[config.mk]
export PLATFORM = sky130hd
export DESIGN_NAME = mem_bus_arbiter_rr
export DESIGN_NICKNAME = d
export VERILOG_FILES = /design/src/rtl/mem_bus_arbiter_rr.sv
export SDC_FILE = /design/constraint.sdc
export NUM_CORES = 1
export LEC_CHECK = 0
export ABC_AREA = 1
export BUFFER_PORTS_ARGS = -buffer_cell sky130_fd_sc_hd__buf_4
export CAP_MARGIN = 10
export CORE_AREA = 2 2 111 113
export DETAILED_ROUTE_END_ITERATION = 8
export DIE_AREA = 0 0 113 115
export GPL_TIMING_DRIVEN = 0
export PLACE_DENSITY = 0.7
export SYNTH_ARGS = -nofsm -noshare
export SYNTH_HDL_FRONTEND = slang
export SYNTH_SLANG_ARGS = --single-unit
[constraint.sdc]
create_clock -name clk -period 1.8 [get_ports clk]
set_clock_uncertainty 0.05 [all_clocks]
set_input_delay 0.09 -clock clk [delete_from_list [all_inputs] [get_ports clk]]
set_output_delay 0.09 -clock clk [all_outputs]
set_load 0.02 [all_outputs]
[src/rtl/mem_bus_arbiter_rr.sv]
// mem_bus_arbiter_rr: N-master round-robin arbiter onto one shared memory bus.
// Each transaction runs IDLE -> GRANT -> DONE -> IDLE. The bus-side mux select,
// the per-master ack and the per-master read data are all registered.
// Optional feature macro: ARB_LOCK_EN adds an m_lock input. While the granted
// master holds m_lock, the rotating pointer stays on that master.
module mem_bus_arbiter_rr #(
  parameter int NUM_MASTERS = 4,
  parameter int ADDR_W      = 19,
  parameter int DATA_W      = 16
) (
  input  logic                             clk,
  input  logic                             reset_n,
  input  logic [NUM_MASTERS*ADDR_W-1:0]    m_addr,
  input  logic [NUM_MASTERS*DATA_W-1:0]    m_data_out,
  output logic [NUM_MASTERS*DATA_W-1:0]    m_data_in,
  input  logic [NUM_MASTERS-1:0]           m_access,
  input  logic [NUM_MASTERS-1:0]           m_wr_en,
  input  logic [NUM_MASTERS*(DATA_W/8)-1:0] m_bytesel,
  output logic [NUM_MASTERS-1:0]           m_ack,
  output logic [ADDR_W-1:0]                q_m_addr,
  output logic [DATA_W-1:0]                q_m_data_out,
  input  logic [DATA_W-1:0]                q_m_data_in,
  output logic                             q_m_access,
  input  logic                             q_m_ack,
  output logic                             q_m_wr_en,
  output logic [DATA_W/8-1:0]              q_m_bytesel,
  output logic                             q_b,
  output logic [$clog2(NUM_MASTERS)-1:0]   grant_id
`ifdef ARB_LOCK_EN
  ,
  input  logic [NUM_MASTERS-1:0]           m_lock
`endif
);

  localparam int GW   = $clog2(NUM_MASTERS);
  localparam int BS_W = DATA_W / 8;
  localparam logic [GW-1:0] LAST_ID = GW'(NUM_MASTERS - 1);

  typedef enum logic [1:0] {S_IDLE, S_GRANT, S_DONE} state_t;

  state_t            r_state, w_next_state;
  logic [GW-1:0]     r_grant_id;
  logic [GW-1:0]     r_ptr;
  logic [GW-1:0]     w_start;
  logic [GW-1:0]     w_pick;
  logic              w_any;
  logic              r_q_access;
  logic [NUM_MASTERS-1:0] r_ack;
  logic [DATA_W-1:0] r_data_in [NUM_MASTERS];
`ifdef ARB_LOCK_EN
  logic              r_lock_held;
`endif

  // Master index successor, wrapping N-1 back to 0 (N need not be a power of two).
  function automatic logic [GW-1:0] inc_wrap(input logic [GW-1:0] v);
    return (v == LAST_ID) ? '0 : v + 1'b1;
  endfunction

  // Scan start point: the pointer, or the master after it once a held lock is dropped.
  always_comb begin
    w_start = r_ptr;
`ifdef ARB_LOCK_EN
    if (r_lock_held && !m_lock[r_ptr]) w_start = inc_wrap(r_ptr);
`endif
  end

  // First requester found scanning upward from the start point, modulo N.
  always_comb begin : pick_scan
    logic [GW-1:0] idx;
    // NOTE: combinational blocks use blocking '=' and give every output a default
    // up front, so the scan reads top-down and no latch can be inferred.
    w_any  = 1'b0;
    w_pick = w_start;
    idx    = w_start;
    for (int k = 0; k < NUM_MASTERS; k++) begin
      if (!w_any && m_access[idx]) begin
        w_any  = 1'b1;
        w_pick = idx;
      end
      idx = inc_wrap(idx);
    end
  end

  // FSM state register.
  // NOTE: sequential blocks use non-blocking '<=' only, so every flop samples
  // pre-edge values regardless of statement order.
  always_ff @(posedge clk or negedge reset_n) begin
    if (!reset_n) r_state <= S_IDLE;
    else          r_state <= w_next_state;
  end

  // FSM next-state logic.
  always_comb begin
    w_next_state = r_state;
    case (r_state)
      S_IDLE:  if (w_any) w_next_state = S_GRANT;
      S_GRANT: if (q_m_ack) w_next_state = S_DONE;
      S_DONE:  w_next_state = S_IDLE;
      default: w_next_state = S_IDLE;
    endcase
  end

  // Grant capture, bus request, ack pulse, read-data capture and pointer rotation.
  always_ff @(posedge clk or negedge reset_n) begin
    if (!reset_n) begin
      r_grant_id <= '0;
      r_ptr      <= '0;
      r_q_access <= 1'b0;
      r_ack      <= '0;
`ifdef ARB_LOCK_EN
      r_lock_held <= 1'b0;
`endif
      // NOTE: the read-data registers are reset because masters may read them as
      // zero before their first transaction; this is a small register file, not a RAM.
      for (int i = 0; i < NUM_MASTERS; i++) r_data_in[i] <= '0;
    end else begin
      r_ack <= '0;
      case (r_state)
        S_IDLE: begin
          if (w_any) begin
            r_grant_id <= w_pick;
            r_q_access <= 1'b1;
          end
        end
        S_GRANT: begin
          if (q_m_ack) begin
            r_q_access            <= 1'b0;
            r_data_in[r_grant_id] <= q_m_data_in;
            r_ack[r_grant_id]     <= 1'b1;
`ifdef ARB_LOCK_EN
            r_lock_held <= m_lock[r_grant_id];
            r_ptr       <= m_lock[r_grant_id] ? r_grant_id : inc_wrap(r_grant_id);
`else
            r_ptr <= inc_wrap(r_grant_id);
`endif
          end
        end
        default: ;
      endcase
    end
  end

  // Output decode: bus-side mux driven by the registered grant, plus read-data packing.
  always_comb begin
    q_m_addr     = m_addr[r_grant_id*ADDR_W +: ADDR_W];
    q_m_data_out = m_data_out[r_grant_id*DATA_W +: DATA_W];
    q_m_wr_en    = m_wr_en[r_grant_id];
    q_m_bytesel  = m_bytesel[r_grant_id*BS_W +: BS_W];
    q_b          = (r_state != S_IDLE);
    for (int i = 0; i < NUM_MASTERS; i++) m_data_in[i*DATA_W +: DATA_W] = r_data_in[i];
  end

  assign q_m_access = r_q_access;
  assign m_ack      = r_ack;
  assign grant_id   = r_grant_id;

endmodule
==> flow_summary_export.csv <==
group,metric,value,unit
outcome,outcome,"complete, but fails checks",
outcome,violations,"DRC, setup timing",
synth,synth_nets,732,
timing,relSlewSlack,37.0,%
timing,rsz0062_at_grt,"true",
clock_tree,cts_inserted_buffers,9,
global_routing,gr-usage-all-layers,28.0,%
worst_setup_path,crit_chain,"inv_4, clkbuf_2, o21ai_0, o22ai_2, buf_4",
timing,setup_violations,3,
clock_tree,clock-sinks,75,
power,power.internal,7.37,mW
timing,worst_slack,-0.0711,ns
job,cap_violations,0,
placed_design,place.gp.congestion,0.940,
synth,synth_seq_cells,75,
die,ios,285,
placed_design,port_buffers,284,
synth,synthCells,552,
placed_design,place_inst,983,
drt,viasPerCell,5.23,
worst_setup_path,crit_path_max_fanout,10,
drt,wl_per_cell,18.9,microns
clock_tree,cts_tree,"done",
die,die_area,13000,sq um
finish,layout-drive-gt1-share,43.8,%
global_routing,grt_pass1_vias,5039,
drt,first_pass_iters,7,
drt,first_iter_violations,527,
power,power_density,1970,nW/um^2
drt,drc,20,
hold_path,hold_class,"in -> reg",
worst_setup_path,arrival,1.73,ns
drt,wl_met1,7.49,mm
power,pwr-share-comb,64.1,%
power,power.switching,6.52,mW
synth,synth_seq_area_share,45.7,%
die,initial_utilization,34.7,%
power,p_leak,3.70,nW
timing,holdWs,0.00858,ns
global_routing,grt_max_degree,76,
die,die_y,115,microns
die,die_x,113,microns
synth,syn_area,4100,sq um
finish,instances_no_fill,1007,
drt,wl_met3,1.84,mm
synth,yosysUniqueCellTypes,22,
finish,nets,1036,
timing,finalHoldViolCount,0,
worst_setup_path,cp-start-kind,"flop",
finish,fin_util,59.6,%
drt,detail-route-antenna-nets,0,
drt,wl,19.0,mm
global_routing,antenna_found_initial,0,
drt,wl_met2,9.30,mm
clock_tree,cts-htree-levels,3,
finish,syn2layout_area_growth,71.6,%
timing,fin_crit,1.87,ns
clock_tree,clkTransAtPathRegs,0.06,ns
worst_setup_path,r2r_cells,10,
power,sw_frac_of_total,47.0,%
drt,route.vias.total,5266,
die,num_rows,40,
power,ir_worst_vdd,1170,uV
power,pwr-share-seq,21.4,%
clock_tree,clock_path_buffers,2,
worst_setup_path,critPathMaxStageDelay,0.48,ns
global_routing,grt_pass1_wl,28.3,mm
die,core_area,11800,sq um
clock_tree,clk-insertion-delay-late,0.33,ns
worst_setup_path,crit_type,"reg -> out",
worst_setup_path,end_kind,"output pin",
placed_design,dpl.hpwl,14.6,mm
timing,fmax,0.534,GHz
finish,mostFrequentLayoutCell,"buf_4",
timing,timing.final.crit_share,104,%
timing,tightest_slew,0.945,ns
finish,diodes,0,
synth,avgSynthCellArea,7.43,sq um
power,pwr-share-clk,14.5,%
synth,yosys_warnings,0,
worst_setup_path,cp_slowest_cell,"dfrtp_2",
worst_setup_path,worstPathRequired,1.66,ns
drt,highest_layer,"met4",
hold_path,holdPathStages,3,
timing,drv_slew,0,
global_routing,grt-ovfl-total,0,
clock_tree,clockRootBuffer,"clkbuf_16",
finish,final_cell_mix,"300 x buf_4, 141 x o21ai_0, 103 x nand2_1",
-- routing by layer --
metal  GRT usage (%)  vias to the layer above
met5               0                        -
met4            7.56                        0
met3            7.70                       36
met2            46.7                      299
met1            36.2                     2485
li1                -                     2446
-- critical path: cells and delay by family, from the launching register on --
kind	cells	cell delay, ns
compound gates	2	0.46
flops	1	0.48
buf+inv	3	0.45
-- state kept, by name, indices dropped and copies added (netlist names) --
name,cells
grant_id,2
m_ack,4
m_data_in,64
q_m_access,1
r_ptr,2
r_state,2
-- synth_stat cells, drive strengths merged --
| library cell | count | area share [%] |
|---|---|---|
| clkbuf | 20 | 1.8 |
| nand2 | 117 | 12 |
| ha | 5 | 1.5 |
| buf | 17 | 2.1 |
| o22ai | 38 | 5.8 |
| nor3 | 1 | 0.12 |
| o31ai | 1 | 0.18 |
| o21ai | 144 | 18 |
| dfrtp | 75 | 46 |
| nand3 | 13 | 2.0 |
| nor2 | 84 | 7.9 |
| inv | 37 | 3.6 |
-- cell type report --
class	instances	area [sq um]
plain buffers	37	317
clock buffers	10	229
clock inverters	5	103
fillers	1092	4770
inverters	37	149
multi-input cells	403	1970
flip-flops and latches	75	1880
well taps	147	184
repair buffers	293	2210
-- worst paths after layout --
kind / slack (ns) / start / endpoint
setup reg to reg: 0.12 / r_ptr[1] / grant_id[1]
setup / recovery: -0.07 / grant_id[0] / q_m_data_out[9]
hold reg to reg: 0.44 / r_state[1] / r_state[0]
max in group asynchronous: 0.64 / reset_n / grant_id[1]
hold / removal: 0.009 / q_m_data_in[10] / m_data_in[26]
min in group asynchronous: 0.39 / reset_n / m_data_in[44]
-- stage by stage --
stage          setup WS (ns)  power [mW]  area, sq um  setup TNS [ns]
3_3_place_gp          -0.533        11.1         6420          -24.55
6_report             -0.0711        13.9         7040          -0.104
2_1_floorplan         0.0534        7.53         4100               0
4_1_cts              -0.0390        13.6         6930          -0.147
3_5_place_dp          -0.619        11.2         6420          -26.64
5_1_grt              -0.0951        14.7         7040          -0.912
-- what timing repair did --
item | CTS | global route
setup endpoints to repair | 92 | 96
hold buffers | 2 | 0
hold endpoints to repair | 76 | 0
pin swaps | 4 | 9
gates resized for setup | 54 | 44
setup buffers | 6 | 1
-- cell families (layout without fill, tap and decap cells) --
family	Yosys count	count (layout)	synth area share (%)
fa+ha+maj	5	5	1.52
simple gates	215	215	21.6
flops	75	75	45.7
buf+inv	74	382	7.53
compound gates	183	183	23.6
-- power by group through the flow --
stage          combinational (mW)  sequential, mW  clock [mW]
4_1_cts                      8.59            2.96        2.05
5_1_grt                      9.51            3.07        2.13
2_1_floorplan                3.78            3.75           0
3_5_place_dp                 8.24            2.95           0
3_3_place_gp                 8.15            2.93           0
6_report                     8.89            2.98        2.01
No activity file was read; power rests on OpenSTA's default activity.
